**config.mk**
```make
export PLATFORM = sky130hd
export DESIGN_NAME = node_mac_seq
export DESIGN_NICKNAME = d
export VERILOG_FILES = /design/src/rtl/node_pkg.sv /design/src/rtl/float_adder.sv /design/src/rtl/float_mult.sv /design/src/rtl/node_weight_rf.sv /design/src/rtl/node_mac_seq.sv
export SDC_FILE = /design/constraint.sdc
export NUM_CORES = 2
export LEC_CHECK = 0
export ABC_AREA = 1
export CAP_MARGIN = 20
export CORE_ASPECT_RATIO = 0.75
export CORE_MARGIN = 1.5
export CORE_UTILIZATION = 55
export DETAILED_ROUTE_END_ITERATION = 16
export PLACE_DENSITY = 0.82
export REMOVE_ABC_BUFFERS = 1
export SETUP_SLACK_MARGIN = 0.02
export SYNTH_ARGS = -nofsm -noshare
export SYNTH_HDL_FRONTEND = slang
export SYNTH_SLANG_ARGS = --single-unit
```
**constraint.sdc**
```tcl
create_clock -name clk -period 36.9 [get_ports clk]
set_input_delay 7.38 -clock clk [delete_from_list [all_inputs] [get_ports clk]]
set_output_delay 7.38 -clock clk [all_outputs]
set_load 0.01 [all_outputs]
```
**src/rtl/node_pkg.sv**
```systemverilog
// Shared definitions for the neuron node family: FSM state encoding and
// FP32 constants.
package node_pkg;

   localparam int unsigned FP_W = 32;

   localparam logic [FP_W-1:0] FP_ZERO = 32'h0000_0000;
   localparam logic [FP_W-1:0] FP_ONE  = 32'h3F80_0000;

   typedef enum logic [1:0] {
      S_IDLE  = 2'd0,
      S_ACCUM = 2'd1,
      S_OUT   = 2'd2
   } node_state_t;

endpackage

```
**src/rtl/float_adder.sv**
```systemverilog
// FP32 adder, combinational. Round-to-nearest-even, subnormals flushed to
// zero. Out_test/shift/c_out expose pre-normalisation internals.
module float_adder (
   input  logic [31:0] A,
   input  logic [31:0] B,
   output logic [31:0] Out,
   output logic [31:0] Out_test,
   output logic [7:0]  shift,
   output logic        c_out
);

   logic [31:0] w_big, w_sml;
   logic [7:0]  w_eb, w_es, w_d;
   logic [23:0] w_mb, w_ms;
   logic [50:0] w_bx, w_sx, w_r, w_n;
   logic [22:0] w_mant;
   logic        w_guard, w_sticky, w_up, w_carry;
   int          w_p, w_e;

   // Align the smaller operand (26 guard bits plus a collapsed sticky bit),
   // add/subtract, normalise to the leading one, round.
   always_comb begin
      if (A[30:0] >= B[30:0]) begin
         w_big = A;
         w_sml = B;
      end else begin
         w_big = B;
         w_sml = A;
      end
      w_eb = w_big[30:23];
      w_es = w_sml[30:23];
      w_mb = (w_eb == 8'h00) ? 24'd0 : {1'b1, w_big[22:0]};
      w_ms = (w_es == 8'h00) ? 24'd0 : {1'b1, w_sml[22:0]};
      w_d  = w_eb - w_es;
      w_bx = {1'b0, w_mb, 26'd0};
      if (w_d > 8'd26)
         w_sx = (w_ms != 24'd0) ? 51'd1 : 51'd0;
      else
         w_sx = {1'b0, w_ms, 26'd0} >> w_d;
      if (w_big[31] == w_sml[31])
         w_r = w_bx + w_sx;
      else
         w_r = w_bx - w_sx;

      w_p = 0;
      for (int unsigned i = 0; i < 51; i++)
         if (w_r[i]) w_p = int'(i);
      w_n      = w_r << (50 - w_p);
      w_mant   = w_n[49:27];
      w_guard  = w_n[26];
      w_sticky = |w_n[25:0];
      w_up     = w_guard & (w_sticky | w_mant[0]);
      {w_carry, w_mant} = {1'b0, w_mant} + {23'd0, w_up};
      w_e = int'(w_eb) + w_p - 49 + (w_carry ? 1 : 0);

      shift    = 8'(50 - w_p);
      c_out    = w_r[50];
      Out_test = {w_big[31], w_eb, w_r[49:27]};

      if (w_eb == 8'hFF) begin
         if (w_big[22:0] != 23'd0 || (w_es == 8'hFF && w_big[31] != w_sml[31]))
            Out = 32'h7FC0_0000;
         else
            Out = w_big;
      end else if (w_r == 51'd0)
         Out = {w_big[31] & w_sml[31], 31'd0};
      else if (w_e >= 255)
         Out = {w_big[31], 8'hFF, 23'd0};
      else if (w_e <= 0)
         Out = {w_big[31], 31'd0};
      else
         Out = {w_big[31], w_e[7:0], w_mant};
   end

endmodule

```
**src/rtl/float_mult.sv**
```systemverilog
// FP32 multiplier, combinational. Round-to-nearest-even, subnormals are
// flushed to zero, NaN/Inf handled.
module float_mult (
   input  logic [31:0] A,
   input  logic [31:0] B,
   output logic [31:0] Out
);

   logic [47:0] w_prod;
   logic [22:0] w_mant;
   logic        w_guard, w_sticky, w_up, w_carry, w_sgn;
   logic        w_a_z, w_b_z, w_a_s, w_b_s;
   int          w_e;

   // Mantissa product, normalise by one bit, round, then special cases.
   always_comb begin
      w_sgn = A[31] ^ B[31];
      w_a_z = (A[30:23] == 8'h00);
      w_b_z = (B[30:23] == 8'h00);
      w_a_s = (A[30:23] == 8'hFF);
      w_b_s = (B[30:23] == 8'hFF);
      w_prod = {24'd0, 1'b1, A[22:0]} * {24'd0, 1'b1, B[22:0]};
      if (w_prod[47]) begin
         w_mant   = w_prod[46:24];
         w_guard  = w_prod[23];
         w_sticky = |w_prod[22:0];
         w_e      = int'(A[30:23]) + int'(B[30:23]) - 126;
      end else begin
         w_mant   = w_prod[45:23];
         w_guard  = w_prod[22];
         w_sticky = |w_prod[21:0];
         w_e      = int'(A[30:23]) + int'(B[30:23]) - 127;
      end
      w_up = w_guard & (w_sticky | w_mant[0]);
      {w_carry, w_mant} = {1'b0, w_mant} + {23'd0, w_up};
      if (w_carry) w_e = w_e + 1;

      if ((w_a_s && A[22:0] != 23'd0) || (w_b_s && B[22:0] != 23'd0) ||
          (w_a_s && w_b_z) || (w_b_s && w_a_z))
         Out = 32'h7FC0_0000;
      else if (w_a_s || w_b_s)
         Out = {w_sgn, 8'hFF, 23'd0};
      else if (w_a_z || w_b_z)
         Out = {w_sgn, 31'd0};
      else if (w_e >= 255)
         Out = {w_sgn, 8'hFF, 23'd0};
      else if (w_e <= 0)
         Out = {w_sgn, 31'd0};
      else
         Out = {w_sgn, w_e[7:0], w_mant};
   end

endmodule

```
**src/rtl/node_weight_rf.sv**
```systemverilog
// (N_INPUTS+1) x 32 weight/bias register file. Entry N_INPUTS is the bias.
// One write port, weight read through a registered index, bias read direct.
module node_weight_rf
   import node_pkg::*;
#(
   parameter int unsigned N_INPUTS = 15,
   parameter int unsigned AW       = $clog2(N_INPUTS + 1)
) (
   input  logic            clk,
   input  logic            rst,
   input  logic            i_we,
   input  logic [AW-1:0]   i_waddr,
   input  logic [FP_W-1:0] i_wdata,
   input  logic [AW-1:0]   i_ridx,
   output logic [FP_W-1:0] o_weight,
   output logic [FP_W-1:0] o_bias
);

   logic [FP_W-1:0] r_mem [0:N_INPUTS];

   // Clear on reset; addresses above N_INPUTS match no entry and are dropped.
   always_ff @(posedge clk) begin
      if (rst) begin
         for (int unsigned i = 0; i <= N_INPUTS; i++)
            r_mem[i] <= FP_ZERO;
      end else if (i_we) begin
         for (int unsigned i = 0; i <= N_INPUTS; i++)
            if (i_waddr == AW'(i))
               r_mem[i] <= i_wdata;
      end
   end

   assign o_weight = r_mem[i_ridx];
   assign o_bias   = r_mem[N_INPUTS];

endmodule

```
**src/rtl/node_mac_seq.sv**
```systemverilog
// Time-multiplexed neuron node: one multiply-add per accepted activation,
// sequential summation ((b+x0w0)+x1w1)+..., result on an output handshake.
// NODE_MAC_SEQ_RELU_EN: when defined, the output is ReLU(acc); otherwise
// the accumulator passes through unchanged.
module node_mac_seq
   import node_pkg::*;
#(
   parameter int unsigned N_INPUTS = 15,
   parameter int unsigned AW       = $clog2(N_INPUTS + 1)
) (
   input  logic          clk,
   input  logic          rst,
   input  logic          w_we,
   input  logic [AW-1:0] w_addr,
   input  logic [31:0]   w_data,
   input  logic          in_valid,
   output logic          in_ready,
   input  logic [31:0]   in_data,
   output logic          out_valid,
   input  logic          out_ready,
   output logic [31:0]   out_data,
   output logic          busy
);

   node_state_t     r_state, w_state_nxt;
   logic [AW-1:0]   r_cnt, w_cnt_nxt;
   logic [FP_W-1:0] r_acc, w_acc_nxt;
   logic [FP_W-1:0] w_weight, w_bias, w_prod, w_addend, w_sum;
   logic            w_rf_we;

   assign w_rf_we = w_we && (r_state == S_IDLE);

   node_weight_rf #(
      .N_INPUTS (N_INPUTS),
      .AW       (AW)
   ) u_rf (
      .clk      (clk),
      .rst      (rst),
      .i_we     (w_rf_we),
      .i_waddr  (w_addr),
      .i_wdata  (w_data),
      .i_ridx   (r_cnt),
      .o_weight (w_weight),
      .o_bias   (w_bias)
   );

   // The first element adds onto the bias, later ones onto the accumulator.
   assign w_addend = (r_state == S_IDLE) ? w_bias : r_acc;

   float_mult u_mult (
      .A   (in_data),
      .B   (w_weight),
      .Out (w_prod)
   );

   float_adder u_add (
      .A        (w_addend),
      .B        (w_prod),
      .Out      (w_sum),
      .Out_test (),
      .shift    (),
      .c_out    ()
   );

   // State, element counter and accumulator registers.
   always_ff @(posedge clk) begin
      if (rst) begin
         r_state <= S_IDLE;
         r_cnt   <= '0;
         r_acc   <= FP_ZERO;
      end else begin
         r_state <= w_state_nxt;
         r_cnt   <= w_cnt_nxt;
         r_acc   <= w_acc_nxt;
      end
   end

   // Next-state logic and handshake outputs.
   always_comb begin
      w_state_nxt = r_state;
      w_cnt_nxt   = r_cnt;
      w_acc_nxt   = r_acc;
      in_ready    = 1'b0;
      out_valid   = 1'b0;
      busy        = 1'b0;
      case (r_state)
         S_IDLE: begin
            in_ready = 1'b1;
            if (in_valid) begin
               w_acc_nxt   = w_sum;
               w_cnt_nxt   = AW'(1);
               w_state_nxt = (N_INPUTS == 1) ? S_OUT : S_ACCUM;
            end
         end
         S_ACCUM: begin
            in_ready = 1'b1;
            busy     = 1'b1;
            if (in_valid) begin
               w_acc_nxt = w_sum;
               w_cnt_nxt = r_cnt + AW'(1);
               if (r_cnt == AW'(N_INPUTS - 1))
                  w_state_nxt = S_OUT;
            end
         end
         S_OUT: begin
            out_valid = 1'b1;
            busy      = 1'b1;
            if (out_ready) begin
               w_state_nxt = S_IDLE;
               w_cnt_nxt   = '0;
            end
         end
         default: w_state_nxt = S_IDLE;
      endcase
      if (rst) in_ready = 1'b0;
   end

`ifdef NODE_MAC_SEQ_RELU_EN
   assign out_data = r_acc[31] ? FP_ZERO : r_acc;
`else
   assign out_data = r_acc;
`endif

endmodule

```
* Word level (Yosys, flattened, before mapping)
Memories as Yosys holds them, arrays and structs flattened. A register that Yosys moved wholly into a read port is not among the register bits.
Cells that the tools add are included.
** Word-level totals
- Bits in writable memories :: 512
- Word-level logic and storage cells :: 280
- Bits in registers :: 38
- Input bits :: 73
- Output and inout port bits :: 35
- Memories kept :: 1
** Memories
- u_rf.r_mem :: depth 16, width 32, rd ports 2, clocked after memory_dff 1, write ports 16, RTL line node_weight_rf.sv:19 : logic [FP_W-1:0] r_mem [0:N_INPUTS];
** Operators by class
- Multiply operators :: 1
- Bitwise operators :: 22
- Reduce and logical (&&, ||, !) cells :: 32
- Order comparisons :: 6
- $add $sub $neg :: 14
- Equality and inequality tests :: 28
- Muxes and demuxes :: 171
- Shift operators :: 2
** Operators by type and width (number)
- $mux W32 :: 25
- $mux W31 :: 6
- $mux W6 :: 19
- $mux W51 :: 2
- $mux W5 :: 16
- $mux W1 :: 75
- $reduce_bool A23 Y1 :: 3
- $ge A32 B9 Y1 const B :: 2
- $le A32 B1 Y1 const B :: 2
- $sub A32 B8 Y32 const B :: 2
- $mux W4 :: 13
- $add A50 B51 Y51 :: 1
- $logic_not A51 Y1 :: 1
- $shl A51 B32 Y50 :: 1
- $shr A50 B8 Y51 :: 1
- $sub A50 B51 Y51 :: 1
- $add A23 B1 Y24 :: 2
- $mul A24 B24 Y48 :: 1
- $mux W24 :: 2
- $eq A4 B4 Y1 const B :: 9
- $add A32 B2 Y32 const B :: 1
- $add A32 B32 Y32 :: 1
- $eq A8 B8 Y1 const B :: 4
- $logic_not A8 Y1 :: 4
- 36 further kinds :: 82

* Logic depth before layout (Yosys ltp)
- Depth after elaboration :: 85
- Gate-level depth with buffers :: 188
- Mapped depth without buffers :: 177

* Modules after synthesis
A second synthesis with hierarchy kept.
** Second synthesis, totals
- Cell total of the unflattened synthesis :: 9108
- Area total of the unflattened synthesis :: 63352.0 um^2
** By module, submodules not included
- float_mult :: area an instance 24179.4 um^2, sequential area each 0.0 um^2, cells an instance 3580, times used 1
- node_weight_rf :: area an instance 23904.2 um^2, sequential area each 15374.7 um^2, cells an instance 2570, times used 1
- float_adder :: area an instance 13292.7 um^2, sequential area each 0.0 um^2, cells an instance 2650, times used 1
- node_mac_seq :: area an instance 1975.6 um^2, sequential area each 760.7 um^2, cells an instance 308, times used 1

* Worst setup path before layout
No wires, ideal clock.
- Path kind :: input -> register
- Start point :: input in_data[1]
- End point :: register r_acc[13], in the netlist out_data[13]
- Cell stages on the path :: 145
- Buffers on the path :: 12
- Data arrival time :: 28485 ps
- Data required time :: 36830 ps
- Setup slack :: 8345 ps
- Library setup time :: 70 ps
- Cell sequence :: clkbuf_1 clkinv_1 clkbuf_1 nor2_1 fa_1 inv_1 fa_1 inv_1 fa_1 fa_1 fa_1 fa_1 inv_1 fa_1 inv_1 ha_1 nand2_1 nor2_2 (+109 left out) nor2_4 nand2_1 nor2_1 nand3_1 ha_1 ha_1 nand3_1 nand3_1 inv_1 nor3_1 ha_1 nand4_1 nand3b_1 nand2_1 nor4_2 clkbuf_1 nand3_1 a21oi_1
** Between the ends
- Cells in the longest elaborated chain, start to end :: 85
- Elaborated cells on any way between the ends :: 115
- Classes of those cells :: add/sub (10); mul (1); order compare (6); eq/ne (4); shift (2); mux (73); bitwise (4); reduce/logical (15)
** Ends and longest elaborated chain
- start, declared :: RTL line node_mac_seq.sv:18 : input logic [31:0] in_data,
- $mul A24 B24 Y48 :: RTL line float_mult.sv:22 : w_prod = {24'd0, 1'b1, A[22:0]} * {24'd0, 1'b1, B[22:0]};
- $reduce_or A23 Y1 / $reduce_or A22 Y1 (equally long branches) :: RTL line float_mult.sv:26, float_mult.sv:31
- $mux W1 :: RTL line float_mult.sv:23 : if (w_prod[47]) begin
- $or A1 B1 Y1 :: RTL line float_mult.sv:34 : w_up = w_guard & (w_sticky | w_mant[0]);
- $and A1 B1 Y1 :: RTL line float_mult.sv:34
- $add A23 B1 Y24 :: RTL line float_mult.sv:35 : {w_carry, w_mant} = {1'b0, w_mant} + {23'd0, w_up};
- $mux W32 :: RTL line float_mult.sv:36 : if (w_carry) w_e = w_e + 1;
- $le A32 B1 Y1 :: RTL line float_mult.sv:47 : else if (w_e <= 0)
- $mux W31 :: RTL line float_mult.sv:47
- $mux W31 :: RTL line float_mult.sv:45 : else if (w_e >= 255)
- $mux W31 :: RTL line float_mult.sv:43 : else if (w_a_z || w_b_z)
- $mux W31 :: RTL line float_mult.sv:41 : else if (w_a_s || w_b_s)
- $mux W32 (*) :: RTL line float_mult.sv:38 : if ((w_a_s && A[22:0] != 23'd0) || (w_b_s && B[22:0] != 23'd0) ||
- branches (longest 71 deep; another with $sub A50 B51 Y51)
- $mux W32 (*) :: RTL line float_adder.sv:60 : if (w_eb == 8'hFF) begin
- end signal, assigned :: RTL line node_mac_seq.sv:74 : r_acc <= w_acc_nxt;
- end, declared :: RTL line node_mac_seq.sv:27 : logic [FP_W-1:0] r_acc, w_acc_nxt;
Every way passes the cells marked *.
A chain may end at the register's enable or synchronous reset.

* Final worst setup path
- Start point :: input in_data[3]
- End point :: register r_acc[10], in the netlist out_data[10]
Same word-level chain as after synthesis.

==> results.toml <==
[clock_tree]
insertion_delay_ns = 0.61
hold_buffers = 0
post_cts_resized = 0
cts_tree = "yes"
cts.sinks = 554
h-tree-depth = 2
postCtsSetupBuffers = 0
path_clk_slew_ns = 0.07
cts-root-buf = "clkbuf_16"
clockBufferDepth = 3
cts_buffers = 52

[die]
fp.dieArea_mm2 = 0.110
rows = 104
die_w_um = 382
ios = 108
initial_core_util = 0.554
design.core.area_mm2 = 0.107
chipHeight_um = 287

[synthesis]
synth_top_cell_by_area = "edfxtp_1"
netlist_area_mm2 = 0.0592
synth_flop_cell = "edfxtp_1"
synth_area_leaders = "edfxtp_1 (26%), fa_1 (16%), nand2_1 (11%)"
synthCells = 7864
ys_seq_area_frac = 0.274
synthArstFlopShare = 0
avgSynthCellArea_um2 = 7.53
synth_top_area_frac = 0.260
ys_seq_elements = 554
ys_warn_count = 0
synth_cell_types = 68
synth_edf_count = 512

[global_routing]
grt_pass1_wl_um = 307000
gr-total-overflow = 0
grt_pass1_vias = 52900
grt_max_degree = 86
antenna_found_initial = 6
grt_usage = 0.363

[routing]
wl_per_cell_um = 21.9
routed_via_density = 6.00
first_pass_iters = 6
vias = 55500
drt_iter0_drc = 7338
wirelength_um = 203000
postRouteAntennaNets = 0
drcViolationCount = 0

[min_path]
min_from = "out_data[23]"
hold-path-endpoint = "out_data[23]"
worstHoldPathType = "flip-flop to flip-flop"
min_path_cells = 2

[final_layout]
regArea_mm2 = 0.0162
layout_commonest_cell = "nand2_1"
num-fill-cells = 9535
multiInputGateArea_mm2 = 0.0365
areaGrowthSynthToFinish_pct = 6.94
drive_above_1_share = 0.0482
nets = 8631
layout_common_cells = "nand2_1 (1730), inv_1 (1234), nor2_1 (953)"

[setup_path]
cp.arrival_ns = 35.26
worstSetupStartpointType = "primary input"
reg2regPathDepth = 139
r2r_setup_slack_ns = 6.13
cp_slowest_cell = "clkdlybuf4s50_1"
crit_path_frequent_cell = "nand2_1"
critPathMaxStageDelay_ns = 0.88
path_max_fanout = 51
critPathCaptureType = "flip-flop"
critical_path_class = "primary input to flip-flop"
crit_required_ns = 37.43
r2r-end = "out_data[10]"

[sta]
tightest_slew_ns = 1.10
maxSlewViolCount = 0
rsz0062_at_grt = "false"
max_freq_ghz = 0.0288
period_needed_ns = 34.72
relSlewSlack = 0.264
fin_crit_sh = 0.941
finalSetupViolCount = 0
skew_ns = 0.0189
setup_tns_ns = 0
hold_viol_final = 0

[run_status]
status = "complete, no violations"

[flow_run]
max_cap_violations = 0

[placed_design]
gp_congestion = 1.10
port_buffers = 107
hpwl_um = 152000
==> through the flow <==
| stage | util | hold WS (ns) | instances | setup slack, ns | instance area, um2 |
|---|---|---|---|---|---|
| finish | 0.592 | 0.495 | 9255 | 2.18 | 63300 |
| CTS | 0.591 | 0.502 | 9248 | 1.84 | 63200 |
| detailed placement | 0.574 | 0.493 | 9153 | 1.31 | 61400 |
| global placement | 0.574 | 0.498 | 9153 | 2.00 | 61400 |
| floorplan | - | 0.475 | 7518 | 1.77 | 57700 |
| global route | 0.592 | 0.537 | 9252 | 0.0212 | 63300 |
==> synthesized netlist by cell type, types with 7 or more instances <==
cell type and number:
o21bai_1 7, or2_2 19, nand3_1 697, fa_1 486, buf_4 14, o211ai_1 107, nand2_2 21, mux2i_1 129
inv_1 1237, nand3_2 10, nor2_2 38, nand2_1 1731, buf_1 39, buf_2 51, buf_6 14, o21ai_1 41
nand3b_1 16, nor2_4 11, dfxtp_1 42, edfxtp_1 512, nor4_1 29, o21a_1 8, a21oi_1 318, nor3_1 29
nand2_4 8, clkinv_1 61, o221ai_1 21, clkbuf_1 228, o21ai_0 372, ha_1 292, xor2_1 57, a21o_1 9
a31oi_1 21, nand4_1 105, xnor2_1 16, inv_2 45, nor2_1 954
==> worst max path at each step <==
stage,start,end,slack [ns],depth (start not counted)
2_1_floorplan,flip-flop,out_data[6],1.77,129
3_3_place_gp,in_data[1],out_data[6],2.00,131
3_5_place_dp,in_data[10],out_data[8],1.31,133
4_1_cts,in_data[10],out_data[10],1.84,133
5_1_grt,in_data[18],out_data[10],0.02,137
6_report,in_data[3],out_data[10],2.18,132
==> sequential cells by signal, summed over array words and instances, names as in the netlist, named ones only <==
| register | count |
|---|---|
| u_rf.r_mem | 512 |
| out_data | 32 |
| r_cnt | 4 |
| r_state | 2 |
==> final cells by class <==
type / count / share of cell area
clock inverter: 38 / 0.00834
sequential: 554 / 0.256
inverter: 1344 / 0.0798
tap: 1431 / 0.0283
timing repair buffer: 207 / 0.0290
multi-input combinational: 5621 / 0.577
clock buffer: 57 / 0.0212
antenna: 3 / 0.000119
==> metal layers <==
layer	part of all wire	track usage	wire length [um]	vias up
met3	0.14	0.109	29300	519
met5	0.00029	0	58	-
met4	0.036	0.117	7280	8
met2	0.40	0.516	82000	3645
met1	0.41	0.526	83900	26300
li1	-	-	-	25100
==> kinds of logic after synthesis <==
| logic type | synth area share |
|---|---|
| simple gates | 0.265 |
| buf+inv | 0.111 |
| compound gates | 0.0899 |
| fa+ha+maj | 0.226 |
| flops | 0.274 |
| mux | 0.0218 |
| xor+xnor | 0.0122 |
==> critical path, delay by kind of cell <==
family	cells	cell delay, ns
AO/OA/AOI/OAI	25	4.69
buffers and inverters	23	4.70
AND/OR/NAND/NOR	67	11.41
adder cells (fa/ha/maj)	15	6.17
XOR/XNOR	2	0.87
Power is left out: the tool's default activity adds up to more than one toggle a clock period on the data nets, which glitch-free logic cannot reach.
